### src/rtl/axi4lite_pkg.sv
`default_nettype none
// ============================================================================
// Module      : axi4lite_pkg
// Description : Shared AXI4-Lite response codes and read-arbiter FSM encoding.
//               The ERR state exists only with AXI4LITE_RD_ARB_TIMEOUT_EN.
// Revision    : 1.0 - initial release
// ============================================================================
package axi4lite_pkg;

    localparam logic [1:0] C_RESP_OKAY   = 2'b00;
    localparam logic [1:0] C_RESP_SLVERR = 2'b10;

    typedef enum logic [1:0] {
        ST_IDLE = 2'd0,
        ST_ADDR = 2'd1,
`ifdef AXI4LITE_RD_ARB_TIMEOUT_EN
        ST_DATA = 2'd2,
        ST_ERR  = 2'd3
`else
        ST_DATA = 2'd2
`endif
    } arb_state_e;

endpackage
`default_nettype wire

### src/rtl/axi4lite_rr_arbiter2.sv
`default_nettype none
// ============================================================================
// Module      : axi4lite_rr_arbiter2
// Description : Two-requester grant selection with a round-robin priority
//               pointer that flips away from the master just served.
// Revision    : 1.0 - initial release
// ============================================================================
module axi4lite_rr_arbiter2 (
    input  logic       clk,
    input  logic       rst_n,
    input  logic [1:0] i_req,
    input  logic       i_upd_en,
    input  logic       i_upd_id,
    output logic       o_gnt_valid,
    output logic       o_gnt_id
);

    logic prio_q;
    logic prio_d;

    always_comb begin
        o_gnt_valid = |i_req;
        case (i_req)
            2'b10:   o_gnt_id = 1'b1;
            2'b11:   o_gnt_id = prio_q;
            default: o_gnt_id = 1'b0;
        endcase
        prio_d = i_upd_en ? ~i_upd_id : prio_q;
    end

    always_ff @(posedge clk or negedge rst_n) begin
        if (!rst_n) begin
            prio_q <= 1'b0;
        end else begin
            prio_q <= prio_d;
        end
    end

endmodule
`default_nettype wire

### src/rtl/axi4lite_read_arbiter.sv
`default_nettype none
// ============================================================================
// Module      : axi4lite_read_arbiter
// Description : Arbitrates two AXI4-Lite read masters onto one slave, one
//               transaction outstanding. Optional abort: AXI4LITE_RD_ARB_TIMEOUT_EN.
// Revision    : 1.0 - initial release
// ============================================================================
module axi4lite_read_arbiter
    import axi4lite_pkg::*;
#(
    parameter int TIMEOUT = 16
) (
    input  logic        aclk,
    input  logic        aresetn,
    input  logic        s0_arvalid,
    output logic        s0_arready,
    input  logic [31:0] s0_araddr,
    input  logic [2:0]  s0_arprot,
    output logic        s0_rvalid,
    input  logic        s0_rready,
    output logic [31:0] s0_rdata,
    output logic [1:0]  s0_rresp,
    input  logic        s1_arvalid,
    output logic        s1_arready,
    input  logic [31:0] s1_araddr,
    input  logic [2:0]  s1_arprot,
    output logic        s1_rvalid,
    input  logic        s1_rready,
    output logic [31:0] s1_rdata,
    output logic [1:0]  s1_rresp,
    output logic        m_arvalid,
    input  logic        m_arready,
    output logic [31:0] m_araddr,
    output logic [2:0]  m_arprot,
    input  logic        m_rvalid,
    output logic        m_rready,
    input  logic [31:0] m_rdata,
    input  logic [1:0]  m_rresp
);

    if (TIMEOUT < 1) begin : g_timeout_check
        $error("TIMEOUT must be at least 1");
    end

    arb_state_e  state_q, state_d;
    logic        gnt_q, gnt_d;
    logic [31:0] addr_q, addr_d;
    logic [2:0]  prot_q, prot_d;

    logic        w_gnt_valid;
    logic        w_gnt_id;
    logic        w_ar_accept;
    logic        w_done;
    logic        w_sel_rready;
    logic        w_rvalid;
    logic [31:0] w_rdata;
    logic [1:0]  w_rresp;

`ifdef AXI4LITE_RD_ARB_TIMEOUT_EN
    localparam int             C_CNT_W    = (TIMEOUT > 1) ? $clog2(TIMEOUT) : 1;
    localparam logic [C_CNT_W-1:0] C_CNT_LAST = C_CNT_W'(TIMEOUT - 1);
    logic [C_CNT_W-1:0] cnt_q, cnt_d;
`endif

    axi4lite_rr_arbiter2 u_rr_arbiter (
        .clk         (aclk),
        .rst_n       (aresetn),
        .i_req       ({s1_arvalid, s0_arvalid}),
        .i_upd_en    (w_done),
        .i_upd_id    (gnt_q),
        .o_gnt_valid (w_gnt_valid),
        .o_gnt_id    (w_gnt_id)
    );

    assign w_sel_rready = gnt_q ? s1_rready : s0_rready;

    always_comb begin
        state_d     = state_q;
        gnt_d       = gnt_q;
        addr_d      = addr_q;
        prot_d      = prot_q;
        w_ar_accept = 1'b0;
        w_done      = 1'b0;
        m_arvalid   = 1'b0;
        m_rready    = 1'b0;
        w_rvalid    = 1'b0;
        w_rdata     = '0;
        w_rresp     = C_RESP_OKAY;
`ifdef AXI4LITE_RD_ARB_TIMEOUT_EN
        cnt_d       = cnt_q;
`endif
        case (state_q)
            ST_IDLE: begin
                // Gated by aresetn so arready stays low while reset is held.
                if (w_gnt_valid && aresetn) begin
                    w_ar_accept = 1'b1;
                    gnt_d       = w_gnt_id;
                    addr_d      = w_gnt_id ? s1_araddr : s0_araddr;
                    prot_d      = w_gnt_id ? s1_arprot : s0_arprot;
                    state_d     = ST_ADDR;
                end
            end
            ST_ADDR: begin
                m_arvalid = 1'b1;
                if (m_arready) begin
                    state_d = ST_DATA;
                end
            end
            ST_DATA: begin
                w_rvalid = m_rvalid;
                w_rdata  = m_rdata;
                w_rresp  = m_rresp;
                m_rready = w_sel_rready;
                if (m_rvalid && w_sel_rready) begin
                    w_done  = 1'b1;
                    state_d = ST_IDLE;
                end
            end
`ifdef AXI4LITE_RD_ARB_TIMEOUT_EN
            ST_ERR: begin
                // Sink any late slave beat while reporting SLVERR upstream.
                m_rready = 1'b1;
                w_rvalid = 1'b1;
                w_rresp  = C_RESP_SLVERR;
                if (w_sel_rready) begin
                    w_done  = 1'b1;
                    state_d = ST_IDLE;
                end
            end
`endif
            default: state_d = ST_IDLE;
        endcase
`ifdef AXI4LITE_RD_ARB_TIMEOUT_EN
        if (state_q == ST_IDLE) begin
            cnt_d = '0;
        end else if ((state_q == ST_ADDR || state_q == ST_DATA) && !w_done) begin
            if (cnt_q == C_CNT_LAST) begin
                state_d = ST_ERR;
            end else begin
                cnt_d = cnt_q + 1'b1;
            end
        end
`endif
    end

    always_ff @(posedge aclk or negedge aresetn) begin
        if (!aresetn) begin
            state_q <= ST_IDLE;
            gnt_q   <= 1'b0;
            addr_q  <= '0;
            prot_q  <= '0;
        end else begin
            state_q <= state_d;
            gnt_q   <= gnt_d;
            addr_q  <= addr_d;
            prot_q  <= prot_d;
        end
    end

`ifdef AXI4LITE_RD_ARB_TIMEOUT_EN
    always_ff @(posedge aclk or negedge aresetn) begin
        if (!aresetn) begin
            cnt_q <= '0;
        end else begin
            cnt_q <= cnt_d;
        end
    end
`endif

    assign m_araddr   = addr_q;
    assign m_arprot   = prot_q;

    assign s0_arready = w_ar_accept & ~w_gnt_id;
    assign s1_arready = w_ar_accept &  w_gnt_id;

    assign s0_rvalid  = w_rvalid & ~gnt_q;
    assign s1_rvalid  = w_rvalid &  gnt_q;
    assign s0_rdata   = gnt_q ? '0 : w_rdata;
    assign s1_rdata   = gnt_q ? w_rdata : '0;
    assign s0_rresp   = gnt_q ? C_RESP_OKAY : w_rresp;
    assign s1_rresp   = gnt_q ? w_rresp : C_RESP_OKAY;

endmodule
`default_nettype wire

### config.mk
export PLATFORM = sky130hd
export DESIGN_NAME = axi4lite_read_arbiter
export DESIGN_NICKNAME = d
export VERILOG_FILES = /design/src/rtl/axi4lite_pkg.sv /design/src/rtl/axi4lite_rr_arbiter2.sv /design/src/rtl/axi4lite_read_arbiter.sv
export SDC_FILE = /design/constraint.sdc
export NUM_CORES = 1
export LEC_CHECK = 0
export CAP_MARGIN = 20
export CORE_MARGIN = 1.5
export CORE_UTILIZATION = 32
export DETAILED_ROUTE_END_ITERATION = 8
export PLACE_DENSITY = 0.84
export SYNTH_ARGS = -nofsm -noshare
export SYNTH_HDL_FRONTEND = slang
export SYNTH_SLANG_ARGS = --single-unit
### constraint.sdc
create_clock -name aclk -period 2.03 [get_ports aclk]
set_clock_uncertainty 0.2 [all_clocks]
set_input_delay 0.406 -clock aclk [delete_from_list [all_inputs] [get_ports aclk]]
set_output_delay 0.406 -clock aclk [all_outputs]
set_load 0.01 [all_outputs]
* Yosys cells after proc, flatten, opt, wreduce, memory -nomap -nowiden
Index checks and enable logic that the tools add are counted.
Word-level totals: input bits 112, register bits after elaboration 39
Cells by class: equality and inequality tests 7, mux-type cells 21, bitwise logic cells 6, reductions and logical operators 6
Operators by type and width (number):
- $mux 32 | 4
- $mux 2 | 6
- $mux 1 | 8
- $eq 2x2->1 const B | 3
- $ne 2x2->1 const B | 3
- $pmux 2 s3 | 1
- $and 1x1->1 | 4
- $mux 3 | 1
- $reduce_and 3->1 | 1
- $eq 2x1->1 const B | 1
- $logic_and 1x1->1 | 2
- $logic_not 2->1 | 1
- $not 1->1 | 2
- $pmux 1 s2 | 1
- $reduce_and 2->1 | 1
- $reduce_or 2->1 | 1

* Longest topological paths before layout
Gate-level depths: netlist (run 1).
depth after elaboration 5, depth in mapped cells 5, mapped depth without buffers 4

* By module
Synthesis (run 1) repeated with hierarchy kept, for this count alone.
Second synthesis, totals: cell total of the unflattened synthesis 253, area total of the unflattened synthesis 2323.5 µm²
By module, submodules not included:
- axi4lite_read_arbiter | seq. area each 950.9 µm², area each 2270.9 µm², times used 1, cells an instance 248
- axi4lite_rr_arbiter2 | seq. area each 25.0 µm², area each 52.6 µm², times used 1, cells an instance 5

* Worst setup path before layout (run 1)
No wires, ideal clock.
kind register to output, start register state_q[0], end output port s1_arready, required time 1.424 ns, cell stages (with the launch flop) 5, arrival time 1.372 ns, slack 0.052 ns, cell sequence dfrtp_1 > or3b_1 > buf_6 > buf_6 > nor3b_1
Between the ends: cells in the longest elaborated chain, start to end 3
Ends and longest elaborated chain:
- from (decl) | RTL line axi4lite_read_arbiter.sv:45 | arb_state_e state_q, state_d;
- from (signal assigned) | RTL line axi4lite_read_arbiter.sv:153 | state_q <= state_d;
- $logic_not 2->1 | RTL line axi4lite_read_arbiter.sv:92 | case (state_q)
- $mux 1 | RTL line axi4lite_read_arbiter.sv:92
- $and 1x1->1 | RTL line axi4lite_read_arbiter.sv:174 | assign s1_arready = w_ar_accept & w_gnt_id;
- to (decl) | RTL line axi4lite_read_arbiter.sv:24 | output logic s1_arready,
Every way passes these cells.

* Worst setup path after layout (run 1)
start register state_q[0], end output port s1_rdata[14]
Between the ends: cells in the longest elaborated chain, start to end 3
Ends and longest elaborated chain:
- $eq 2x2->1 | RTL line axi4lite_read_arbiter.sv:92
- $mux 32 | RTL line axi4lite_read_arbiter.sv:92
- $mux 32 | RTL line axi4lite_read_arbiter.sv:179 | assign s1_rdata = gnt_q ? w_rdata : '0;
- to (decl) | RTL line axi4lite_read_arbiter.sv:29 | output logic [31:0] s1_rdata,
Every way passes these cells.

==> flow_summary.toml, run 1 <==
[setup_path]
crit_chain = "nand2b_4 -> nor2_4 -> buf_6 -> clkbuf_16 -> and2_4 -> buf_6"
worst-path-buf-inv = 3
slowest_stage = "dfrtp_1"
worst_r2r_path_depth = 6
critPathKind = "flip-flop to primary output"
endpoint = "s1_rdata[14]"
cp_max_fo = 4
crit_cells = 6
r2r_slack_ps = 50
max_stage_delay_ps = 410
cp-end-kind = "primary output"
crit_required_ps = 1420
crit_top_cell = "buf_6"
critPathArrivalTime_ps = 1590
r2r-end = "m_araddr[11]$_DFFE_PN0N_"
start_kind = "flip-flop"
rr_startpoint = "state_q[0]$_DFFE_PN0P_"
critPathLaunch = "state_q[0]$_DFFE_PN0P_"
cp_top_family = "simple AND/OR/NAND/NOR gates"

[pwr]
power.density_nw_per_um2 = 1050
vdd_ir_drop_max_mv = 0.533
p_leak_nw = 2.38

[yosys]
syn-num-nets = 373
synth.distinct_cells = 22
avgSynthCellArea_um2 = 9.54
yosys_warnings = 0
synthCells = 261
seq_area_frac_synth_pct = 39.2
ys_seq_elements = 39
syn-cell-area_um2 = 2490

[routing]
drc = 0
drt_first_iter_violations = 117
routed_wl_mm = 11.6
antenna_left = 0
wire_per_inst_um = 19.5
firstDrtPassIters = 6
viasPerCell = 5.05
dr_total_vias = 3018

[sta]
finalHoldViolCount = 0
finalCritPeriodShare_pct = 108
max-slew-margin-rel_pct = 62.9
rsz0062_at_grt = "yes"
finalMaxSlewViolations = 0
fin_setup_tns_ps = -7580
tightest_slew_ps = 557
finalSetupViolations = 72
holdWs_ps = 140
fmax_mhz = 455
period_minus_slack_ps = 2200
fin_ws_ps = -168

[floorplanning]
design.core.area_um2 = 7410
pin_count = 221
fp.dieW_um = 91.2
die_area_um2 = 8320
die_y_um = 91.2
initial_core_util_pct = 33.6
std_cell_rows = 31

[placed_design]
dpl.hpwl_mm = 7.64
gp_congestion = 0.786
portBuffers = 220

[layout]
num_antenna_cells = 0
final_cell_mix = "clkdlybuf4s50_1 (145), buf_6 (63), and2_4 (56)"
layout_commonest_cell = "clkdlybuf4s50_1"
nNetsFinal = 610
area_delta_synth_final_pct = 116
fillers = 518
layout-drive-gt1-share_pct = 42.1

[clock_network]
cts_tree = "built"
clk_latency_ps = 280
clock-sinks = 39
cts_buffers = 5
cts_max_level = 2
cts_buffer_depth = 2
clk_pin_slew_ps = 80
root_buffer = "clkbuf_8"

[min_path]
hp-class = "input port to async pin"

[global_routing]
gr-total-overflow = 0
grt_max_degree = 40
first_global_vias = 3262
antenna_found_initial = 0
grt_usage_pct = 26.0
grt_pass1_wl_mm = 16.9

[flow_run]
maxCapViolCount = 0

[outcome]
violations = "negative setup slack"
outcome = "finished with violations"
## layer usage
layer	global-route usage (%)	share of wire, %	up-vias
li1	-	-	1396
met1	26.3	34	1426
met2	48.4	53	170
met3	8.29	9.3	26
met4	11.2	3.6	0
met5	0	0	-
## state kept, by name, summed over array words and instances, names as in the netlist
| register | count |
|---|---|
| gnt_q | 1 |
| m_araddr | 32 |
| m_arprot | 3 |
| state_q | 2 |
| u_rr_arbiter.prio_q | 1 |
## final cells by class
type	count	area (um2)	share of cell area [%]
Sequential cell	39	976	18.1
Clock inverter	1	5.00	0.0930
Clock buffer	7	76.3	1.42
Inverter	2	7.51	0.140
Multi-Input combinational cell	195	1550	28.9
Timing Repair Buffer	255	2640	49.1
Tap cell	99	124	2.30
## worst min-delay path by stage
stage / startpoint / endpoint / slack (ps) / cells after the start
2_1_floorplan: aresetn / gnt_q$_DFFE_PN0N_ / -90 / 0
3_5_place_dp: m_araddr[2]$_DFFE_PN0N_ / m_araddr[2]$_DFFE_PN0N_ / 300 / 1
3_3_place_gp: m_araddr[26]$_DFFE_PN0N_ / m_araddr[26]$_DFFE_PN0N_ / 300 / 1
4_1_cts: aresetn / m_araddr[0]$_DFFE_PN0N_ / 140 / 3
6_report: aresetn / u_rr_arbiter.prio_q$_DFFE_PN0P_ / 140 / 3
5_1_grt: aresetn / m_araddr[23]$_DFFE_PN0N_ / 180 / 3
## power breakdown
| group | total, mW | internal (mW) | switching (mW) |
|---|---|---|---|
| Sequential | 1.38 | 1.15 | 0.235 |
| Combinational | 3.79 | 2.21 | 1.57 |
| Clock | 0.505 | 0.241 | 0.263 |
## timing repair
action                                  CTS  global route
gates cloned                              6             5
gates resized for setup                 354            83
endpoints found under the setup margin   74            75
hold buffers                              0             0
pin swaps                                16            24
setup buffers                             6             3
## stage by stage
step	cell area [um2]	utilization, %	setup slack [ps]	total power [mW]	std cells
after floorplan	2490	-	52.1	2.75	261
after global placement	4860	65.5	-347	4.46	573
after detailed placement	4860	65.5	-410	4.52	573
after CTS	5020	67.8	-137	5.40	593
after global routing	5380	72.6	-225	5.97	598
final	5380	72.6	-168	5.67	598
## cell usage after synthesis, drive strengths merged
master,n,area (um2)
inv,2,7.51
dfrtp,39,976
mux2i,1,10.0
a21oi,1,5.00
and3,1,6.26
nor3,35,320
nor3b,3,27.5
or3b,1,8.76
nand2,37,139
clkbuf,11,41.3
buf,14,95.1
nor2b,2,12.5
nand2b,2,12.5
a221o,35,350
nor2,3,11.3
mux2,1,11.3
and2,70,438
o21ai,3,18.8
## worst min-delay path, stage by stage
cell   delay (ps)
buf_2         120
buf_4         110
buf_4         430
## logic make-up (layout without fill, tap and decap cells)
| group | Yosys count | count (layout) | synth area share [%] |
|---|---|---|---|
| simple gates | 154 | 154 | 39.2 |
| mux | 2 | 2 | 0.854 |
| flops | 39 | 39 | 39.2 |
| compound gates | 39 | 39 | 15.0 |
| buf+inv | 27 | 265 | 5.78 |
Power figures use the tool's default switching activity.
==> run 2, diff against run 1 <==
SLEW_MARGIN = 20   (was not set)
==> results of run 2 <==
The final DEF is identical to that of run 1; final timing and power are the same.
